==> config.mk <==
export PLATFORM = sky130hd
export DESIGN_NAME = load_store_unit
export DESIGN_NICKNAME = d
export VERILOG_FILES = /design/src/rtl/load_store_unit.sv
export SDC_FILE = /design/constraint.sdc
export NUM_CORES = 1
export LEC_CHECK = 0
export ABC_AREA = 1
export CAP_MARGIN = 10
export CORE_MARGIN = 2
export CORE_UTILIZATION = 42
export DETAILED_ROUTE_END_ITERATION = 10
export HOLD_SLACK_MARGIN = 0.15
export PLACE_DENSITY = 0.82
export SYNTH_ARGS = -nofsm -noshare
export SYNTH_HDL_FRONTEND = slang
export SYNTH_SLANG_ARGS = --single-unit
==> constraint.sdc <==
create_clock -name clk -period 7 [get_ports clk]
set_input_delay 1.05 -clock clk [delete_from_list [all_inputs] [get_ports clk]]
set_output_delay 1.05 -clock clk [all_outputs]
set_load 0.01 [all_outputs]
==> src/rtl/load_store_unit.sv <==
// RV32I load/store unit over a req/gnt/rvalid port; resp 1 (error), 2 (store), 3 (load) cycles after accept.
// req_ready only while idle; mem_req and its fields hold steady until mem_gnt, aborted after TIMEOUT_CYCLES.
module load_store_unit #(
  parameter int unsigned TIMEOUT_CYCLES = 255
) (
  input  logic        clk,
  input  logic        rst,
  input  logic        req_valid,
  output logic        req_ready,
  input  logic        req_we,
  input  logic [2:0]  req_funct3,
  input  logic [31:0] req_addr,
  input  logic [31:0] req_wdata,
  output logic        resp_valid,
  output logic [31:0] resp_rdata,
  output logic        resp_err,
  output logic        mem_req,
  output logic        mem_we,
  output logic [31:0] mem_addr,
  output logic [3:0]  mem_be,
  output logic [31:0] mem_wdata,
  input  logic        mem_gnt,
  input  logic        mem_rvalid,
  input  logic [31:0] mem_rdata
);
  typedef enum logic [1:0] {IDLE, REQ, WAIT_R, RESP} state_t;

  state_t      state_q, state_d;
  logic        we_q;
  logic [2:0]  f3_q;
  logic [1:0]  lane_q;
  logic [31:0] cnt_q;
  logic        accept, req_bad, timeout_hit;
  logic [3:0]  be_d;
  logic [31:0] wdata_d, load_data;
  logic [7:0]  lb;
  logic [15:0] lh;

  assign req_ready   = (state_q == IDLE);
  assign resp_valid  = (state_q == RESP);
  assign accept      = req_valid & req_ready;
  assign timeout_hit = (TIMEOUT_CYCLES != 0) && (cnt_q >= TIMEOUT_CYCLES - 32'd1);

  // Request decode: legality, alignment, byte enables and lane-replicated store data.
  always_comb begin
    req_bad = 1'b0;
    be_d    = 4'b0000;
    wdata_d = 32'd0;
    case (req_funct3)
      3'b000: begin
        be_d    = 4'b0001 << req_addr[1:0];
        wdata_d = {4{req_wdata[7:0]}};
      end
      3'b001, 3'b101: begin
        req_bad = req_addr[0] | (req_we & req_funct3[2]);
        be_d    = req_addr[1] ? 4'b1100 : 4'b0011;
        wdata_d = {2{req_wdata[15:0]}};
      end
      3'b010: begin
        req_bad = |req_addr[1:0];
        be_d    = 4'b1111;
        wdata_d = req_wdata;
      end
      3'b100:  req_bad = req_we;
      default: req_bad = 1'b1;
    endcase
  end

  always_comb begin
    lb        = mem_rdata[{lane_q, 3'b000} +: 8];
    lh        = lane_q[1] ? mem_rdata[31:16] : mem_rdata[15:0];
    load_data = mem_rdata;
    case (f3_q)
      3'b000:  load_data = {{24{lb[7]}}, lb};
      3'b100:  load_data = {24'd0, lb};
      3'b001:  load_data = {{16{lh[15]}}, lh};
      3'b101:  load_data = {16'd0, lh};
      default: load_data = mem_rdata;
    endcase
  end

  always_comb begin
    state_d = state_q;
    case (state_q)
      IDLE:    if (accept) state_d = req_bad ? RESP : REQ;
      REQ: begin
        if (mem_gnt)          state_d = we_q ? RESP : WAIT_R;
        else if (timeout_hit) state_d = RESP;
      end
      WAIT_R:  if (mem_rvalid || timeout_hit) state_d = RESP;
      RESP:    state_d = IDLE;
      default: state_d = IDLE;
    endcase
  end

  always_ff @(posedge clk or posedge rst) begin
    if (rst) state_q <= IDLE;
    else     state_q <= state_d;
  end

  always_ff @(posedge clk or posedge rst) begin
    if (rst) begin
      we_q       <= 1'b0;
      f3_q       <= 3'd0;
      lane_q     <= 2'd0;
      cnt_q      <= 32'd0;
      resp_rdata <= 32'd0;
      resp_err   <= 1'b0;
      mem_req    <= 1'b0;
      mem_we     <= 1'b0;
      mem_addr   <= 32'd0;
      mem_be     <= 4'd0;
      mem_wdata  <= 32'd0;
    end else begin
      case (state_q)
        IDLE: if (accept) begin
          we_q   <= req_we;
          f3_q   <= req_funct3;
          lane_q <= req_addr[1:0];
          cnt_q  <= 32'd0;
          if (req_bad) begin
            resp_err   <= 1'b1;
            resp_rdata <= 32'd0;
          end else begin
            mem_req   <= 1'b1;
            mem_we    <= req_we;
            mem_addr  <= {req_addr[31:2], 2'b00};
            mem_be    <= req_we ? be_d : 4'b0000;
            mem_wdata <= req_we ? wdata_d : 32'd0;
          end
        end
        REQ: begin
          cnt_q <= cnt_q + 32'd1;
          if (mem_gnt || timeout_hit) begin
            mem_req   <= 1'b0;
            mem_we    <= 1'b0;
            mem_addr  <= 32'd0;
            mem_be    <= 4'd0;
            mem_wdata <= 32'd0;
          end
          if (mem_gnt) begin
            if (we_q) begin
              resp_err   <= 1'b0;
              resp_rdata <= 32'd0;
            end
          end else if (timeout_hit) begin
            resp_err   <= 1'b1;
            resp_rdata <= 32'd0;
          end
        end
        WAIT_R: begin
          cnt_q <= cnt_q + 32'd1;
          if (mem_rvalid) begin
            resp_err   <= 1'b0;
            resp_rdata <= load_data;
          end else if (timeout_hit) begin
            resp_err   <= 1'b1;
            resp_rdata <= 32'd0;
          end
        end
        RESP:    resp_err <= 1'b0;
        default: resp_err <= 1'b0;
      endcase
    end
  end
endmodule

==> impl_metrics.json <==
{
  "post_dp_cell_area_um2": 10310,
  "critPathKind": "in2reg",
  "crit_fanout": 34,
  "swShare": 0.4375,
  "critPathArrivalTime_ns": 3.82,
  "detail-route-antenna-nets": 0,
  "hold_viol": 0,
  "maxCapViolCount": 0,
  "crit_required_ns": 7.36,
  "tritoncts": "built",
  "synth.cell_area_um2": 8154,
  "top_layer_used": "met4",
  "power_frac_clock": 0.205,
  "outcome": "finished, final reports clean",
  "port_buffers": 207,
  "routed-wl-met2_um": 10760,
  "powerDensity_nw_per_um2": 399.1,
  "layout.nets": 1455,
  "cts-root-buf": "clkbuf_16",
  "tightest_slew_ns": 0.9123,
  "startpoint": "req_funct3[1]",
  "fp.dieH_um": 143.3,
  "end_kind": "flip-flop",
  "final_cell_mix": "435 x nand2_1, 207 x clkdlybuf4s50_1, 141 x dfrtp_1",
  "dr_wl_met3_um": 2309,
  "synth-async-reset-ratio": 1.000,
  "antenna_found_initial": 0,
  "p_leak_nw": 5.471,
  "routed_wl_um": 23860,
  "pwr-share-comb": 0.477,
  "drive_above_1_share": 0.04937,
  "cts_resized": 0,
  "yosysUniqueCellTypes": 45,
  "p_switching_mw": 1.901,
  "rr_worst_depth": 12,
  "clk_pin_slew_ns": 0.07,
  "cts_hold_buf": 0,
  "min_path_type": "reg2reg",
  "drt_iter0_markers": 692,
  "syn_to_final_growth_pct": 33.53,
  "skew_ns": 0.01151,
  "routabilityCongestion": 0.9483,
  "hold_depth": 2,
  "detailed_place_hpwl_um": 17470,
  "seqPwrFrac": 0.318,
  "ys.warnings.count": 0,
  "cts_buffers": 17,
  "initial_utilization": 0.4316,
  "core_area_um2": 18890,
  "timing.final.max_slew_violations": 0,
  "cts_max_level": 4,
  "wl_met1_um": 10190,
  "die-width_um": 143.3,
  "routedWlPerCell_um": 14.76,
  "clock-sinks": 141,
  "finalCritPeriodShare": 0.4935,
  "p_total_mw": 4.345,
  "row_count": 50,
  "endpoint": "mem_wdata[9]",
  "tns_ns": 0,
  "ys_seq_elements": 141,
  "synth_area_leaders": "dfrtp_1 43%, nand2_1 20%, inv_1 5.6%",
  "relSlewSlack": 0.3918,
  "fin_crit_ns": 3.455,
  "synth_top_cell_by_area": "dfrtp_1",
  "worst-r2r-setup-slack_ns": 3.64,
  "rr_endpoint": "cnt_q[19]",
  "rsz0062_at_grt": "no",
  "track_usage": 0.2393,
  "dieArea_um2": 20540,
  "viasPerCell": 5.181,
  "num_vias": 8378,
  "ys_seq_area_frac": 0.4327,
  "cts_buffer_depth": 2,
  "fin_cells": 1617,
  "drc": 0,
  "layout_commonest_cell": "nand2_1",
  "dr.pass1.iters": 6,
  "synth-main-ff-cell": "dfrtp_1",
  "max_freq_ghz": 0.2895,
  "r2r-start": "state_q[0]",
  "synth_cells": 1165,
  "dp.cells": 1585,
  "ios": 210,
  "yosysTopAreaCellShare": 0.4327,
  "cp-start-kind": "input port",
  "grt_first_pass_wirelength_um": 39140,
  "grt_max_degree": 74,
  "first_global_vias": 7818,
  "stdcell_area_um2": 10890,
  "syn_area_per_cell_um2": 6.999,
  "cts_setup_buffers": 0,
  "overflow": 0,
  "p_int_mw": 2.444,
  "insertion_delay_ns": 0.43,
  "n_fill_cell": 1760,
  "setup_violations": 0,
  "synth_edf_count": 0,
  "peakVddDrop_v": 0.0003088,
  "diodes": 0
}
-- worst min-delay path by stage --
stage	start	endpoint
after floorplan	we_q	we_q
after global placement	mem_addr[8]	mem_addr[8]
after detailed placement	mem_addr[15]	mem_addr[15]
after CTS	mem_addr[15]	mem_addr[15]
after global routing	mem_addr[8]	mem_addr[8]
final	mem_addr[15]	mem_addr[15]
-- metal layers --
layer,GRT usage,vias to the layer above
met5,0,-
met2,0.3722,391
met3,0.06564,47
met1,0.3220,3853
met4,0.08566,0
li1,-,4087
-- power by group through the flow --
| stage | logic [mW] | registers [mW] | clock network (mW) |
|---|---|---|---|
| 5_1_grt | 2.29 | 1.42 | 0.944 |
| 3_3_place_gp | 2.04 | 1.38 | 0 |
| 2_1_floorplan | 1.27 | 1.39 | 0 |
| 6_report | 2.07 | 1.38 | 0.893 |
| 3_5_place_dp | 2.08 | 1.38 | 0 |
| 4_1_cts | 2.08 | 1.37 | 0.909 |
-- cells in the mapped netlist (5+ instances only) --
cell type,instances
o21ai_0,54
o211ai_1,7
inv_1,122
nand2_1,435
buf_6,5
nor3_1,12
clkbuf_1,26
nand4_1,48
nor2_1,99
nand2_2,6
ha_1,6
buf_4,11
a21oi_1,40
dfrtp_1,141
buf_2,8
nand3_1,80
o22ai_1,10
o21ai_1,6
-- final cells by class --
type	count	area [um^2]	area share
clock buffers	19	452.9	0.04160
clock inverters	13	128.9	0.01184
inverters	127	481.7	0.04424
multi-input cells	847	3876	0.3560
flip-flops and latches	141	3528	0.3241
well taps	260	325.3	0.02988
repair buffers	210	2095	0.1924
-- flip-flops by register name, summed over array words and instances, names as in the netlist --
register    flops
resp_err        1
we_q            1
mem_req         1
f3_q            3
mem_be          4
mem_addr       30
lane_q          2
state_q         2
cnt_q          32
resp_rdata     32
mem_we          1
mem_wdata      32
-- critical path, stage by stage --
cell and delay [ns]:
clkdlybuf4s50_1 0.60, inv_1 0.22, nand2_1 0.11, nand2_2 0.11, nand3_2 0.09, nand2_2 0.46, nand3_1 0.24, nor2_4 0.61
o21ai_0 0.21, nand2_1 0.10
-- cells by family (layout without fill, tap and decap cells) --
| logic type | count (synthesis) | after routing | synth area share |
|---|---|---|---|
| other | 1 | 2 | 0.0004599 |
| adder cells (fa/ha/maj) | 6 | 6 | 0.009206 |
| buffers and inverters | 178 | 369 | 0.09283 |
| AO/OA/AOI/OAI | 134 | 134 | 0.09253 |
| flip-flops | 141 | 141 | 0.4327 |
| XOR/XNOR | 1 | 1 | 0.001074 |
| AND/OR/NAND/NOR | 704 | 704 | 0.3712 |
-- metrics by stage --
stage | hold WS (ns) | util | worst slack, ns
finish | 0.4713 | 0.5763 | 3.545
global route | 0.4912 | 0.5763 | 3.225
CTS | 0.4747 | 0.5763 | 3.566
detailed placement | 0.4586 | 0.5455 | 3.115
global placement | 0.4538 | 0.5455 | 3.227
floorplan | 0.4537 | - | 2.169
No activity file was read; power rests on OpenSTA's default activity.
